### src/rtl/regread_requester.sv
// Decoder-side requester for the register bank's toggle-triggered read port.
// Optional macro REGRD_PC_SHORTCUT_EN adds pc_in and serves r15 operands from it.
module regread_requester #(
  parameter int DW          = 32,
  parameter int SYNC_STAGES = 2,
  parameter int MIN_WAIT    = 2,
  parameter int TIMEOUT     = 64
) (
  input  logic          clk,
  input  logic          rst_n,
  input  logic          req_valid,
  output logic          req_ready,
  input  logic [11:0]   req_addr,
  input  logic [2:0]    req_use,
  output logic          trig_out,
  output logic [3:0]    addr_out,
  input  logic          rdy_in,
  input  logic [DW-1:0] data_in,
  output logic          out_valid,
  input  logic          out_ready,
  output logic [DW-1:0] op_n,
  output logic [DW-1:0] op_m,
  output logic [DW-1:0] op_s,
`ifdef REGRD_PC_SHORTCUT_EN
  input  logic [DW-1:0] pc_in,
`endif
  output logic          err
);

  localparam int CW = $clog2(TIMEOUT + 1);

  typedef enum logic [1:0] {IDLE, PICK, WAIT, DONE} state_t;

  state_t                 state;
  logic [SYNC_STAGES-1:0] sync;
  logic                   rdy_sync;
  logic [11:0]            addr_q;
  logic [2:0]             mask;
  logic [CW-1:0]          cnt;

  logic [1:0]             pick_idx;
  logic [3:0]             pick_addr;
  logic [2:0]             mask_left;
  logic                   rdy_ok;
  logic                   tmo;
  logic                   pc_hit;
  logic                   cap_en;
  logic [DW-1:0]          cap_data;

  assign rdy_sync = sync[SYNC_STAGES-1];

  always_ff @(posedge clk or negedge rst_n) begin
    if (!rst_n) sync <= '0;
    else        sync <= {sync[SYNC_STAGES-2:0], rdy_in};
  end

  // Descending scan so the lowest set bit (rn first) wins.
  always_comb begin
    pick_idx = 2'd0;
    for (int unsigned i = 3; i > 0; i--) begin
      if (mask[i-1]) pick_idx = 2'(i - 1);
    end
    pick_addr = addr_q[{pick_idx, 2'b00} +: 4];
    mask_left = mask & ~(3'b001 << pick_idx);
    rdy_ok    = rdy_sync && (cnt >= CW'(MIN_WAIT));
    tmo       = cnt >= CW'(TIMEOUT);
    pc_hit    = 1'b0;
`ifdef REGRD_PC_SHORTCUT_EN
    pc_hit    = (pick_addr == 4'hF);
`endif
    cap_en    = 1'b0;
    cap_data  = '0;
    if (state == WAIT && (rdy_ok || tmo)) begin
      cap_en   = 1'b1;
      cap_data = rdy_ok ? data_in : '0;
    end
`ifdef REGRD_PC_SHORTCUT_EN
    if (state == PICK && mask != 3'b000 && pc_hit) begin
      cap_en   = 1'b1;
      cap_data = pc_in;
    end
`endif
  end

  always_ff @(posedge clk or negedge rst_n) begin
    if (!rst_n) begin
      state     <= IDLE;
      req_ready <= 1'b0;
      trig_out  <= 1'b0;
      addr_out  <= '0;
      out_valid <= 1'b0;
      op_n      <= '0;
      op_m      <= '0;
      op_s      <= '0;
      err       <= 1'b0;
      addr_q    <= '0;
      mask      <= '0;
      cnt       <= '0;
    end else begin
      if (cap_en) begin
        case (pick_idx)
          2'd0:    op_n <= cap_data;
          2'd1:    op_m <= cap_data;
          default: op_s <= cap_data;
        endcase
      end
      case (state)
        IDLE: begin
          req_ready <= 1'b1;
          if (req_valid && req_ready) begin
            addr_q    <= req_addr;
            mask      <= req_use;
            req_ready <= 1'b0;
            op_n      <= '0;
            op_m      <= '0;
            op_s      <= '0;
            state     <= PICK;
          end
        end
        PICK: begin
          if (mask == 3'b000) begin
            out_valid <= 1'b1;
            state     <= DONE;
          end else if (pc_hit) begin
            mask <= mask_left;
            if (mask_left == 3'b000) begin
              out_valid <= 1'b1;
              state     <= DONE;
            end
          end else begin
            addr_out <= pick_addr;
            trig_out <= ~trig_out;
            cnt      <= '0;
            state    <= WAIT;
          end
        end
        WAIT: begin
          if (rdy_ok || tmo) begin
            if (!rdy_ok) err <= 1'b1;
            mask <= mask_left;
            if (mask_left == 3'b000) begin
              out_valid <= 1'b1;
              state     <= DONE;
            end else begin
              state <= PICK;
            end
          end else begin
            cnt <= cnt + 1'b1;
          end
        end
        DONE: begin
          if (out_ready) begin
            out_valid <= 1'b0;
            req_ready <= 1'b1;
            state     <= IDLE;
          end
        end
        default: state <= IDLE;
      endcase
    end
  end

endmodule

### config.mk
export PLATFORM = sky130hd
export DESIGN_NAME = regread_requester
export DESIGN_NICKNAME = d
export VERILOG_FILES = /design/src/rtl/regread_requester.sv
export SDC_FILE = /design/constraint.sdc
export NUM_CORES = 1
export LEC_CHECK = 0
export CORE_ASPECT_RATIO = 0.7
export CORE_MARGIN = 1
export CORE_UTILIZATION = 27
export CTS_CLUSTER_DIAMETER = 50
export DETAILED_ROUTE_END_ITERATION = 16
export PLACE_DENSITY = 0.58
export SLEW_MARGIN = 20
export SYNTH_ARGS = -nofsm -noshare
export SYNTH_HDL_FRONTEND = slang
export SYNTH_SLANG_ARGS = --single-unit
### constraint.sdc
create_clock -name clk -period 1.9 [get_ports clk]
set_input_delay 0.19 -clock clk [delete_from_list [all_inputs] [get_ports clk]]
set_output_delay 0.19 -clock clk [all_outputs]
set_load 0.01 [all_outputs]
==> impl_table.tex <==
\begin{tabular}{lr}
\hline
Metric & Value \\
\hline
\multicolumn{2}{l}{\textbf{Power}} \\
\quad Share of total power in the clock network & 0.337 \\
\quad Sequential cell fraction of total power & 0.349 \\
\quad Final total power & 9.84 mW \\
\quad Internal power & between 6 and 7 mW \\
\quad Largest voltage drop on the vdd net & 496 uV \\
\quad Static Leakage & 3.49 nW \\
\quad Comb pwr share & 0.314 \\
\quad Fraction of power spent switching nets & 0.332 \\
\quad Areal power density over the cells & 1220 nW/um\^{}2 \\
\quad Switching power & around 3.3 mW \\
\multicolumn{2}{l}{\textbf{Die}} \\
\quad Die ar. & 20,700 sq um \\
\quad Standard-cell rows & 43 \\
\quad Core Region & 19,700 sq um \\
\quad Die extent in x & 172 microns \\
\quad Starting density of the core & 0.275 \\
\quad Vertical die dimension & 121 microns \\
\quad Number of ports placed on the die boundary & 156 \\
\multicolumn{2}{l}{\textbf{STA}} \\
\quad Maximum clock frequency & 548 MHz \\
\quad Final Hold Vio Count & 0 \\
\quad Final number of max-transition violations & 0 \\
\quad Post-route minimum period & 1.83 ns \\
\quad Final setup fails & 0 \\
\quad Maximum clock skew at final layout & 0.0104 ns \\
\quad Final critical-path share of the clock period & 0.961 \\
\quad Worst hold margin & 0.231 ns \\
\quad RSZ-0062 raised after global routing & yes \\
\quad Headroom to the max-slew limit & 0.702 \\
\quad Worst setup slack after layout & 0.0748 ns \\
\quad Slew @ Worst Pin & 0.436 ns \\
\multicolumn{2}{l}{\textbf{Global routing}} \\
\quad Number of global-route vias before repair & around 4,600 \\
\quad Aggregate global-route resource usage & 0.159 \\
\quad Overall overflow remaining after global route & 0 \\
\quad Largest net degree at the start of global routing & slightly above 70 \\
\quad Number of antenna violations at the first check in global routing & 0 \\
\quad Global-route wire length before repair & $\sim$25,000 microns \\
\multicolumn{2}{l}{\textbf{Worst setup path}} \\
\quad Arrival @ worst endpoint & 2.12 ns \\
\quad Crit path max-delay family & compound AO/OA/AOI/OAI gates \\
\quad Crit-path slowest cell & dfrtp\_1 \\
\quad Cell breakdown of the critical path & nor2\_1 -> nand2\_1 -> o31a\_4 -> a32o\_1 \\
\quad Critical path start-end classification & flop to flop \\
\quad Required arrival time at the worst endpoint & 2.19 ns \\
\quad CP max stage delay & approximately 0.51 ns \\
\quad Critical path capture point type & flop \\
\quad Crit-path max FO & 16 \\
\quad WP buf/inv & 0 \\
\quad Type of element launching the critical path & flop \\
\multicolumn{2}{l}{\textbf{Finish}} \\
\quad Filler cell count & roughly 1,900 \\
\quad Commonest non-fill, non-tap cells in the layout & 154 x clkdlybuf4s50\_1, 130 x dfrtp\_1, 96 x a32o\_1, 51 x nand2\_1, 20 x buf\_4 \\
\quad Share of layout cells above drive strength 1 & 0.142 \\
\quad Area occupied by multi-input gates & approximately 2000 sq um \\
\quad Most common cell after layout, fill and taps aside & clkdlybuf4s50\_1 \\
\quad Total Nets Final & between 600 and 700 \\
\quad Area used by sequential logic in the layout & around 3300 sq um \\
\quad Cell Count, Final, Fillers Out & 868 \\
\quad Number of antenna repair diodes & 0 \\
\quad Synthesis-to-layout area growth & 48.7\% \\
\quad Core Util, Final & 0.409 \\
\multicolumn{2}{l}{\textbf{Synth}} \\
\quad Number of nets produced by synthesis & 477 \\
\quad Most instantiated flip-flop cell in the synthesis netlist & dfrtp\_1 \\
\quad Per-instance average area after synthesis & 13.0 sq um \\
\quad Combined area of all synthesized cells & 5430 sq um \\
\quad Portion of synthesized cell area occupied by the leading cell type & 0.599 \\
\quad Largest area contributor in the synthesized netlist & dfrtp\_1 \\
\quad Distinct cell type count after synthesis & 55 \\
\quad Synth Warn \# & 0 \\
\quad Post-synth EDFFs & 0 \\
\quad Fraction of registers with async set or reset after synthesis & 1.00 \\
\quad Top area cells in the synthesized netlist & dfrtp\_1 60\%, a32o\_1 18\%, nand2\_1 3.7\% \\
\quad Synth Register Bits & 130 \\
\quad Number of cells produced by synthesis & 419 \\
\quad Register area share after synthesis & 0.599 \\
\multicolumn{2}{l}{\textbf{Route}} \\
\quad Via-per-instance ratio & just over 5 \\
\quad Top Layer Used & met4 \\
\quad Met3 WL & 1000 microns \\
\quad Met2 wire length & 7460 microns \\
\quad Drt first-iter violations & 263 \\
\quad WL final & 16,300 microns \\
\quad Post-route met1 wirelength & between 7000 and 8000 microns \\
\quad DRC viols & 0 \\
\quad Number of nets with antenna violations after detailed routing & 0 \\
\quad Detailed-routing iteration count for the pre-antenna-repair pass & 5 \\
\quad Vias & 4,468 \\
\quad Routed WL per cell & 18.7 microns \\
\multicolumn{2}{l}{\textbf{Placement}} \\
\quad Count of buffers inserted at the top-level ports & 155 \\
\quad Number of placed cells counting well taps & between 800 and 900 \\
\quad Detailed placer's ending HPWL & approximately 11,000 microns \\
\quad Worst setup slack before clock tree synthesis & 0.0420 ns \\
\quad Final weighted congestion in routability-driven placement & between 0.8 and 0.9 \\
\multicolumn{2}{l}{\textbf{Clock tree}} \\
\quad H-tree levels & 4 \\
\quad Later-pin clock latency in the skew report & 0.41 ns \\
\quad CTS Buf Count & 17 \\
\quad Clock Tree Root & clkbuf\_16 \\
\quad Count of clock tree sinks & 130 \\
\quad Clock-pin slew on the worst setup and hold paths & roughly 0.060 ns \\
\quad CTS tree & yes \\
\quad Largest buffer count on any clock path & 2 \\
\multicolumn{2}{l}{\textbf{Hold path}} \\
\quad Class of the tightest hold or removal check & primary input to flop \\
\multicolumn{2}{l}{\textbf{Flow run}} \\
\quad Count of max-cap constraint violations & 0 \\
\multicolumn{2}{l}{\textbf{Run status}} \\
\quad Result of the run & finished, final reports clean \\
\hline
\end{tabular}
layer usage:
metal,vias to the layer above,global-route usage
met2,150,0.241
met5,-,0
met1,2319,0.221
met4,0,0.0575
met3,17,0.0357
li1,1982,-
metrics by stage:
| step | area (sq um) | setup TNS (ns) |
|---|---|---|
| detailed placement | 7410 | 0 |
| global route | 8080 | -0.0589 |
| global placement | 7410 | 0 |
| floorplan | 5430 | 0 |
| finish | 8080 | 0 |
| CTS | 8030 | 0 |
cell usage after synthesis, types with 2 or more instances:
cell      instances
o21ai_0           9
buf_4             3
mux2i_1           2
o31a_4            2
nand2_1          53
ha_1              6
buf_2            15
nand3_1           3
a31oi_1           3
a21oi_1           4
a32o_1           96
o22a_1            2
clkbuf_1         12
mux2_2            4
or3_1             2
nand4_1           2
nor3_2            3
buf_6             7
a22oi_1           4
nor2b_1           5
o211ai_1          4
o22ai_1           2
nor3_1            2
dfrtp_1         130
inv_1             9
nor2_1            6
final cells by class:
| cell class | instances | area share |
|---|---|---|
| Clock buffer | 20 | 0.0578 |
| Sequential cell | 130 | 0.403 |
| Timing Repair Buffer | 183 | 0.230 |
| Inverter | 9 | 0.00418 |
| Multi-Input combinational cell | 244 | 0.245 |
| Clock inverter | 12 | 0.0177 |
| Tap cell | 270 | 0.0418 |
worst paths after layout:
path / startpoint / endpoint / slack (ns) / depth (start not counted)
min reg2reg: sync[0] / sync[1] / 0.36 / 0
min in group asynchronous: rst_n / cnt[4] / 0.27 / 2
max reg2reg: mask[1] / op_s[1] / 0.07 / 4
min: rdy_in / sync[0] / 0.23 / 1
max in group asynchronous: rst_n / cnt[0] / 0.93 / 3
max: mask[1] / op_s[1] / 0.07 / 4
logic make-up after synthesis:
kind of cell | after synthesis | share of synthesized area
compound gates | 144 | 0.249
xor+xnor | 1 | 0.00161
fa+ha+maj | 6 | 0.0138
buf+inv | 46 | 0.0470
flops | 130 | 0.599
mux | 6 | 0.0120
simple gates | 86 | 0.0783
state kept, by name, summed over array words and instances (netlist names):
name / cells
req_ready: 1
err: 1
mask: 3
addr_out: 4
op_m: 32
cnt: 7
out_valid: 1
op_n: 32
state: 2
op_s: 32
addr_q: 12
trig_out: 1
sync: 2
repair_timing:
action,4_1_cts,5_1_grt
hold buffers,1,0
endpoints found under the hold margin,24,0
buffers inserted,0,2
gates resized for setup,0,6
setup endpoints to repair,0,80
power groups by stage:
stage | clock network [mW] | logic, mW | registers [mW]
floorplan | 0 | 1.74 | 3.49
CTS | 3.40 | 3.03 | 3.43
global placement | 0 | 2.94 | 3.46
detailed placement | 0 | 3.02 | 3.47
finish | 3.31 | 3.09 | 3.43
global route | 3.54 | 3.39 | 3.48
(Power assumes the default switching activity.)
